==> src/rtl/l1a_smp_tagger.sv <==
`default_nettype none
// ============================================================================
// Module   : l1a_smp_tagger
// Purpose  : Builds the 44-bit per-sample L1A tag word for the DAQ ring buffer.
//            It counts L1As and matches, and tracks overlapping readout windows.
// Revision : 1.0  initial release
// ============================================================================
module l1a_smp_tagger #(
    parameter int NWIN = 4
) (
    input  logic        CLK,
    input  logic        RST_RESYNC,
    input  logic [6:0]  SAMP_MAX,
    input  logic        SMP_STRB,
    input  logic        L1A,
    input  logic        L1A_MATCH,
    input  logic        L1A_PHASE,
    output logic [43:0] L1A_SMP_DATA,
    output logic        L1A_WRT_EN,
    output logic        WIN_OVFL,
    output logic        MATCH_LOST
);

    localparam int c_SLOT_W = 7;
    localparam int c_SNAP_W = 37;

    logic [23:0]          r_l1acnt;
    logic [11:0]          r_l1amcnt;
    logic                 r_pend;
    logic [c_SNAP_W-1:0]  r_snap;
    logic [c_SLOT_W-1:0]  r_slot     [NWIN];

    logic [23:0]          w_l1acnt_nxt;
    logic [11:0]          w_l1amcnt_nxt;
    logic                 w_accept;
    logic                 w_lost;
    logic                 w_apply;
    logic [c_SNAP_W-1:0]  w_snap_new;
    logic [c_SNAP_W-1:0]  w_snap_use;
    logic [c_SLOT_W-1:0]  w_load_val;
    logic [c_SLOT_W-1:0]  w_slot_dec [NWIN];
    logic [c_SLOT_W-1:0]  w_slot_nxt [NWIN];
    logic                 w_free_found;
    logic [7:0]           w_nact;
    logic [7:0]           w_nact_m1;
    logic [3:0]           w_ovcnt;
    logic                 w_ovrlap;
    logic                 w_multi;

    assign w_l1acnt_nxt  = r_l1acnt + {23'd0, L1A};
    assign w_l1amcnt_nxt = r_l1amcnt + {11'd0, L1A_MATCH};

    // A second match while one is pending is counted but otherwise dropped.
    assign w_accept   = L1A_MATCH & ~r_pend;
    assign w_lost     = L1A_MATCH & r_pend;
    assign w_apply    = SMP_STRB & (r_pend | w_accept);

    // Snapshot layout matches the upper tag fields: {phase, l1amcnt, l1acnt}.
    assign w_snap_new = {L1A_PHASE, w_l1amcnt_nxt, w_l1acnt_nxt};
    assign w_snap_use = r_pend ? r_snap : w_snap_new;
    assign w_load_val = (SAMP_MAX == '0) ? 7'd1 : SAMP_MAX;

    for (genvar gi = 0; gi < NWIN; gi++) begin : g_slot
        assign w_slot_dec[gi] = (r_slot[gi] != '0) ? r_slot[gi] - 7'd1 : '0;
    end

    // Decrement first so a slot expiring on this strobe can take the new window.
    always_comb begin
        w_slot_nxt   = w_slot_dec;
        w_free_found = 1'b0;
        w_nact       = '0;
        if (w_apply) begin
            for (int i = 0; i < NWIN; i++) begin
                if (!w_free_found && (w_slot_dec[i] == '0)) begin
                    w_slot_nxt[i] = w_load_val;
                    w_free_found  = 1'b1;
                end
            end
        end
        for (int i = 0; i < NWIN; i++) begin
            if (w_slot_nxt[i] != '0) begin
                w_nact = w_nact + 8'd1;
            end
        end
    end

    assign w_nact_m1 = w_nact - 8'd1;
    assign w_ovrlap  = (w_nact >= 8'd2);
    assign w_multi   = (w_nact >= 8'd3);

    always_comb begin
        w_ovcnt = 4'd0;
        if (w_nact >= 8'd17) begin
            w_ovcnt = 4'hF;
        end else if (w_ovrlap) begin
            w_ovcnt = w_nact_m1[3:0];
        end
    end

    always_ff @(posedge CLK or posedge RST_RESYNC) begin
        if (RST_RESYNC) begin
            r_l1acnt     <= '0;
            r_l1amcnt    <= '0;
            r_pend       <= 1'b0;
            r_snap       <= '0;
            for (int i = 0; i < NWIN; i++) begin
                r_slot[i] <= '0;
            end
            L1A_SMP_DATA <= '0;
            L1A_WRT_EN   <= 1'b0;
            WIN_OVFL     <= 1'b0;
            MATCH_LOST   <= 1'b0;
        end else begin
            r_l1acnt   <= w_l1acnt_nxt;
            r_l1amcnt  <= w_l1amcnt_nxt;
            L1A_WRT_EN <= SMP_STRB;
            WIN_OVFL   <= w_apply & ~w_free_found;
            MATCH_LOST <= w_lost;
            if (SMP_STRB) begin
                r_pend       <= 1'b0;
                r_slot       <= w_slot_nxt;
                L1A_SMP_DATA <= {w_multi, w_ovrlap, w_apply & w_snap_use[36], w_apply,
                                 w_ovcnt,
                                 w_apply ? w_snap_use[35:0] : L1A_SMP_DATA[35:0]};
            end else if (w_accept) begin
                r_pend <= 1'b1;
                r_snap <= w_snap_new;
            end
        end
    end

endmodule
`default_nettype wire
==> config.mk <==
export PLATFORM = sky130hd
export DESIGN_NAME = l1a_smp_tagger
export DESIGN_NICKNAME = d
export VERILOG_FILES = /design/src/rtl/l1a_smp_tagger.sv
export SDC_FILE = /design/constraint.sdc
export NUM_CORES = 1
export LEC_CHECK = 0
export ABC_AREA = 0
export ABC_CLOCK_PERIOD_IN_PS = 4900
export BUFFER_PORTS_ARGS = -buffer_cell sky130_fd_sc_hd__buf_2
export CORE_MARGIN = 5
export CORE_UTILIZATION = 49
export DETAILED_ROUTE_END_ITERATION = 6
export GPL_TIMING_DRIVEN = 0
export PLACE_DENSITY_LB_ADDON = 0.15
export SLEW_MARGIN = 10
export SYNTH_ARGS = -nofsm -noshare
export SYNTH_HDL_FRONTEND = slang
export SYNTH_SLANG_ARGS = --single-unit
==> constraint.sdc <==
create_clock -name CLK -period 4.9 [get_ports CLK]
set_input_delay 0.98 -clock CLK [delete_from_list [all_inputs] [get_ports CLK]]
set_output_delay 0.98 -clock CLK [all_outputs]
set_load 0.01 [all_outputs]
Yosys cells after proc, flatten, opt, wreduce, memory -nomap -nowiden
Index checks and enable logic that the tools add are counted.
- equal/unequal tests: 0
- order comparisons: 3
- bitwise logic cells: 9
- multiplexer cells: 27
- reduce and logical (&&, ||, !) cells: 22
- div/mod/pow operators: 0
- shift operators: 0
- multipliers: 0
- $add $sub $neg: 10
- operators by type and width (cell ; count):
    7-bit 2-to-1 mux ; 9
    7-bit nonzero test ; 8
    37-bit 2-to-1 mux ; 1
    7-bit logical NOT ; 5
    28-bit 2-to-1 mux ; 1
    7-bit by 1-bit subtractor with 7-bit output (second input constant) ; 4
    24-bit by 1-bit adder with 24-bit output ; 1
    8-bit by 1-bit adder with 8-bit output (second input constant) ; 3
    8-bit 2-to-1 mux ; 3
    8-bit by 2-bit >= comparator with 1-bit output (second input constant) ; 2
    12-bit by 1-bit adder with 12-bit output ; 1
    1-bit 2-to-1 mux ; 11
    8-bit by 5-bit >= comparator with 1-bit output (second input constant) ; 1
    4-bit 2-to-1 mux ; 2
    1-bit AND ; 5
    2-bit AND reduction ; 2
    4-bit by 1-bit subtractor with 4-bit output (second input constant) ; 1
    1-bit logical AND ; 3
    1-bit logical NOT ; 3
    1-bit inverter ; 3
    2-bit nonzero test ; 1
    1-bit OR ; 1
- bits in read-only memories: 0
- word-level logic and storage cells: 84
- input port bits: 13
- register bits: 149
- output and inout port bits: 47
- memories: 0
- RAM bits: 0
- latch bits: 0

Longest topological paths before layout
- depth in word-level cells: 28
- mapped depth: 17

Least setup slack after synthesis
OpenSTA, ideal clock, no wires.
- path kind: reg-to-reg
- start: reg r_slot[21] (netlist name)
- end: reg L1A_SMP_DATA[42]
- setup slack: 1.124 ns
- clock period less this slack: 3.776 ns
- setup time: 0.137 ns
- required time: 4.763 ns
- data arrival time: 3.639 ns
- stages on the path, launching flop included: 16
- path through: dfrtp_1 > inv_1 > ha_1 > or3b_4 > o41a_1 > or2_2 > nor2_1 > nor4_1 > inv_1 > ha_1 > xor2_1 > ha_1 > o22a_2 > ha_1 > nor3b_4 > a21oi_1
- cells in the longest elaborated chain, start to end: 20
- RTL lines (element ; line ; source):
    start, declared ; 31 ; logic [c_SLOT_W-1:0] r_slot [NWIN];
    start signal, assigned ; 121 ; r_slot <= w_slot_nxt;
    7-bit by 1-bit subtractor with 7-bit output or 7-bit nonzero test (tied branches) ; 64 ; assign w_slot_dec[gi] = (r_slot[gi] != '0) ? r_slot[gi] - 7'd1 : '0;
    7-bit 2-to-1 mux (*) ; 64 ;
    7-bit logical NOT ; 74 ; if (!w_free_found && (w_slot_dec[i] == '0)) begin
    1-bit 2-to-1 mux ; 74 ;
    1-bit 2-to-1 mux ; 72 ; if (w_apply) begin
    1-bit logical NOT ; 74 ;
    1-bit logical AND ; 74 ;
    1-bit 2-to-1 mux ; 74 ;
    (+4 left out) ; n/a ;
    1-bit 2-to-1 mux ; 72 ;
    1-bit logical NOT ; 74 ;
    1-bit logical AND ; 74 ;
    7-bit 2-to-1 mux ; 74 ;
    28-bit 2-to-1 mux (*) ; 72 ;
    parallel branches: the longest is 1 deep, another holds 8-bit by 1-bit adder with 8-bit output ; n/a ;
    8-bit 2-to-1 mux (*) ; 81 ; if (w_slot_nxt[i] != '0) begin
    8-bit by 2-bit >= comparator with 1-bit output (*) ; 88 ; assign w_ovrlap = (w_nact >= 8'd2);
    end signal, assigned ; 122 ; L1A_SMP_DATA <= {w_multi, w_ovrlap, w_apply & w_snap_use[36], w_apply,
    end, declared ; 18 ; output logic [43:0] L1A_SMP_DATA,
Mark *: on every way between the ends. The select of a mux whose other input is x is not followed.
A chain may end at the register's enable or synchronous reset.

Worst setup path after layout
Same ends and word-level chain as after synthesis.

==> flow_metrics.tcl <==
set metrics [dict create \
    status "complete, no violations" \
    synth-seq-area-share_pct 53.43 \
    dp_hpwl_microns 11450 \
    grt_usage_pct 21.13 \
    io_buffers 59 \
    initial_core_util_pct 50.08 \
    final-max-slew-violation-count 0 \
    tightest_slew_ns 1.006 \
    postSynthAreaPerCell_sq_um 9.651 \
    place_area_sq_um 7582 \
    synth_ff_type "dfrtp_1" \
    area_growth_pct 17.61 \
    drt_iter0_drc 382 \
    path_class "flip-flop to flip-flop" \
    yosysWarningCount 0 \
    antenna_found_initial 0 \
    cp-start-kind "flip-flop" \
    htree_num_levels 4 \
    synth_area_leader_cell "dfrtp_1" \
    wl_met3_microns 819 \
    hold_class "flip-flop to flip-flop" \
    fin_tns_setup_ns 0 \
    netlist.area_leader.share_pct 53.43 \
    highest_layer "met4" \
    postRouteAntennaNets 0 \
    layout_setup_ws_ns 0.6310 \
    drive_gt1_share_pct 15.16 \
    irDropWorstVdd_v 0.0002996 \
    cp.required_ns 5.19 \
    clockBufferDepth 2 \
    routed_wirelength_microns 16260 \
    synthTopCellsByCount "dfrtp_1 (149), nor2_1 (92), nand2_1 (83), a21oi_1 (74), o21ai_0 (54)" \
    root_buffer "clkbuf_16" \
    synth_edf_count 0 \
    finalInstanceArea_sq_um 8207 \
    place.gp.congestion 0.8655 \
    crit_path_end_kind "flip-flop" \
    rows 43 \
    ctsResizeCount 0 \
    mappedNetlistArea_sq_um 6978 \
    clock_sinks 149 \
    rsz0062_at_grt "no" \
    max-cap-violations 0 \
    clock_latency_ns 0.43 \
    cts_hold_buf 0 \
    core_sq_um 13930 \
    leakage_nw 3.845 \
    num_io_pins 60 \
    min_period_ns 4.269 \
    fin_hold_ws_ns 0.4813 \
    wl_per_cell_microns 16.29 \
    die_h_microns 129.3 \
    overflow 0 \
    postSynthCellCount 723 \
    vias_per_cell 5.508 \
    synth_cell_types 56 \
    vias 5497 \
    setup_violations 0 \
    syn_nets 750 \
    fp.dieW_microns 129.3 \
    hold_viol 0 \
    relSlewSlack_pct 32.49 \
    drc 0 \
    max_freq_ghz 0.2342 \
    dieArea_sq_um 16730 \
    final_cells 998 \
    cts_buffers 17 \
    critPathMaxFanout 5 \
    netlist_top_cells_area "dfrtp_1 (53%), a21oi_1 (5.3%), nor2_1 (4.9%)" \
    grt_pass1_vias 5701 \
    synth_seq_cells 149 \
    path_clk_slew_ns 0.06 \
    firstDrtPassIters 5 \
    total_power_mw 4.246 \
    m1WireLength_microns 7163 \
    dp.cells 966 \
    wl_met2_microns 7988 \
    fin_crit_sh_pct 87.12 \
    yosysMostFrequentCell "dfrtp_1" \
    final_core_util_pct 58.89 \
    crit_arrival_ns 4.55 \
    grt_first_pass_wirelength_microns 27710 \
    grt_max_degree 40 \
    cts_tree "done" \
    postCtsSetupBuffers 0 \
    power.density_nw_per_um2 517.4 \
    post-place-ws_ns 0.1788 \
    antenna_cells 0 \
    nets 832 \
    fin_skew_ns 0.008603 \
    synthArstFlopShare_pct 100.0 \
]
## final timing paths
path / start / endpoint / slack, ns / cells past startpoint
setup / recovery: r_slot[21] / L1A_SMP_DATA[42] / 0.63 / 15
setup reg to reg: r_slot[21] / L1A_SMP_DATA[42] / 0.63 / 15
hold / removal: L1A_SMP_DATA[30] / L1A_SMP_DATA[30] / 0.48 / 2
hold reg to reg: L1A_SMP_DATA[30] / L1A_SMP_DATA[30] / 0.48 / 2
min in group asynchronous: RST_RESYNC / L1A_SMP_DATA[20] / 0.58 / 2
max in group asynchronous: RST_RESYNC / L1A_SMP_DATA[11] / 3.53 / 4
## sequential cells by signal (all words and copies together) (netlist names)
| name | flops |
|---|---|
| L1A_SMP_DATA | 44 |
| r_snap | 37 |
| r_slot | 28 |
| r_l1acnt | 24 |
| r_l1amcnt | 12 |
| L1A_WRT_EN | 1 |
| MATCH_LOST | 1 |
| WIN_OVFL | 1 |
| r_pend | 1 |
## critical path, stage by stage, from the launching register on
cell and delay (ns):
dfrtp_1 0.42, inv_1 0.09, ha_1 0.20, or3b_4 0.42, nor4_1 0.60, a21oi_1 0.13, nor4_1 0.44, inv_1 0.08
ha_1 0.20, nor3_1 0.25, a21oi_1 0.08, ha_1 0.30, o22a_2 0.30, ha_1 0.27, nor3b_4 0.24, a21oi_1 0.09
## cells by family after synthesis
kind of cell,count (synthesis),share of synthesized area (%)
AND/OR/NAND/NOR,252,16.53
AO/OA/AOI/OAI,166,13.99
flip-flops,149,53.43
buffers and inverters,72,3.873
XOR/XNOR,37,4.644
multiplexers,32,4.877
adder cells (fa/ha/maj),15,2.654
## final cells by class
| class | count | area (sq um) |
|---|---|---|
| inverter | 42 | 161.4 |
| tap | 180 | 225.2 |
| clock buffer | 20 | 456.7 |
| sequential | 149 | 3729 |
| fill | 1197 | 5728 |
| buffer | 30 | 112.6 |
| timing repair buffer | 63 | 375.4 |
| multi-input combinational | 502 | 2979 |
| clock inverter | 12 | 167.7 |
## where the power goes
group	internal [mW]	total (mW)	switching, mW
clock	0.837	1.37	0.533
sequential	1.53	1.78	0.245
combinational	0.468	1.10	0.630
## layout by cell type (no fill, tap or decap), drive strengths merged, types with 2 or more instances in the layout
master,count
nor2,92
a211oi,2
a22oi,3
or3,6
nor4,6
nand3,20
or4,2
o211ai,3
xor2,12
xnor2,25
nand4,3
nor3b,4
bufinv,3
o211a,2
nor3,12
o2bb2ai,5
a21oi,74
a31oi,2
buf,64
dfrtp,149
a32o,4
and3,7
or2,3
and2,3
clkinvlp,4
mux2,16
a22o,2
o31ai,4
o21ai,55
mux2i,16
ha,14
nand2b,6
nand2,83
clkbuf,49
inv,44
clkinv,3
## per-layer routing
| layer | up-vias | track usage, % |
|---|---|---|
| met5 | - | 0 |
| met1 | 2707 | 27.64 |
| met4 | 0 | 8.030 |
| li1 | 2632 | - |
| met2 | 135 | 34.45 |
| met3 | 23 | 4.864 |
(Power assumes the default switching activity.)
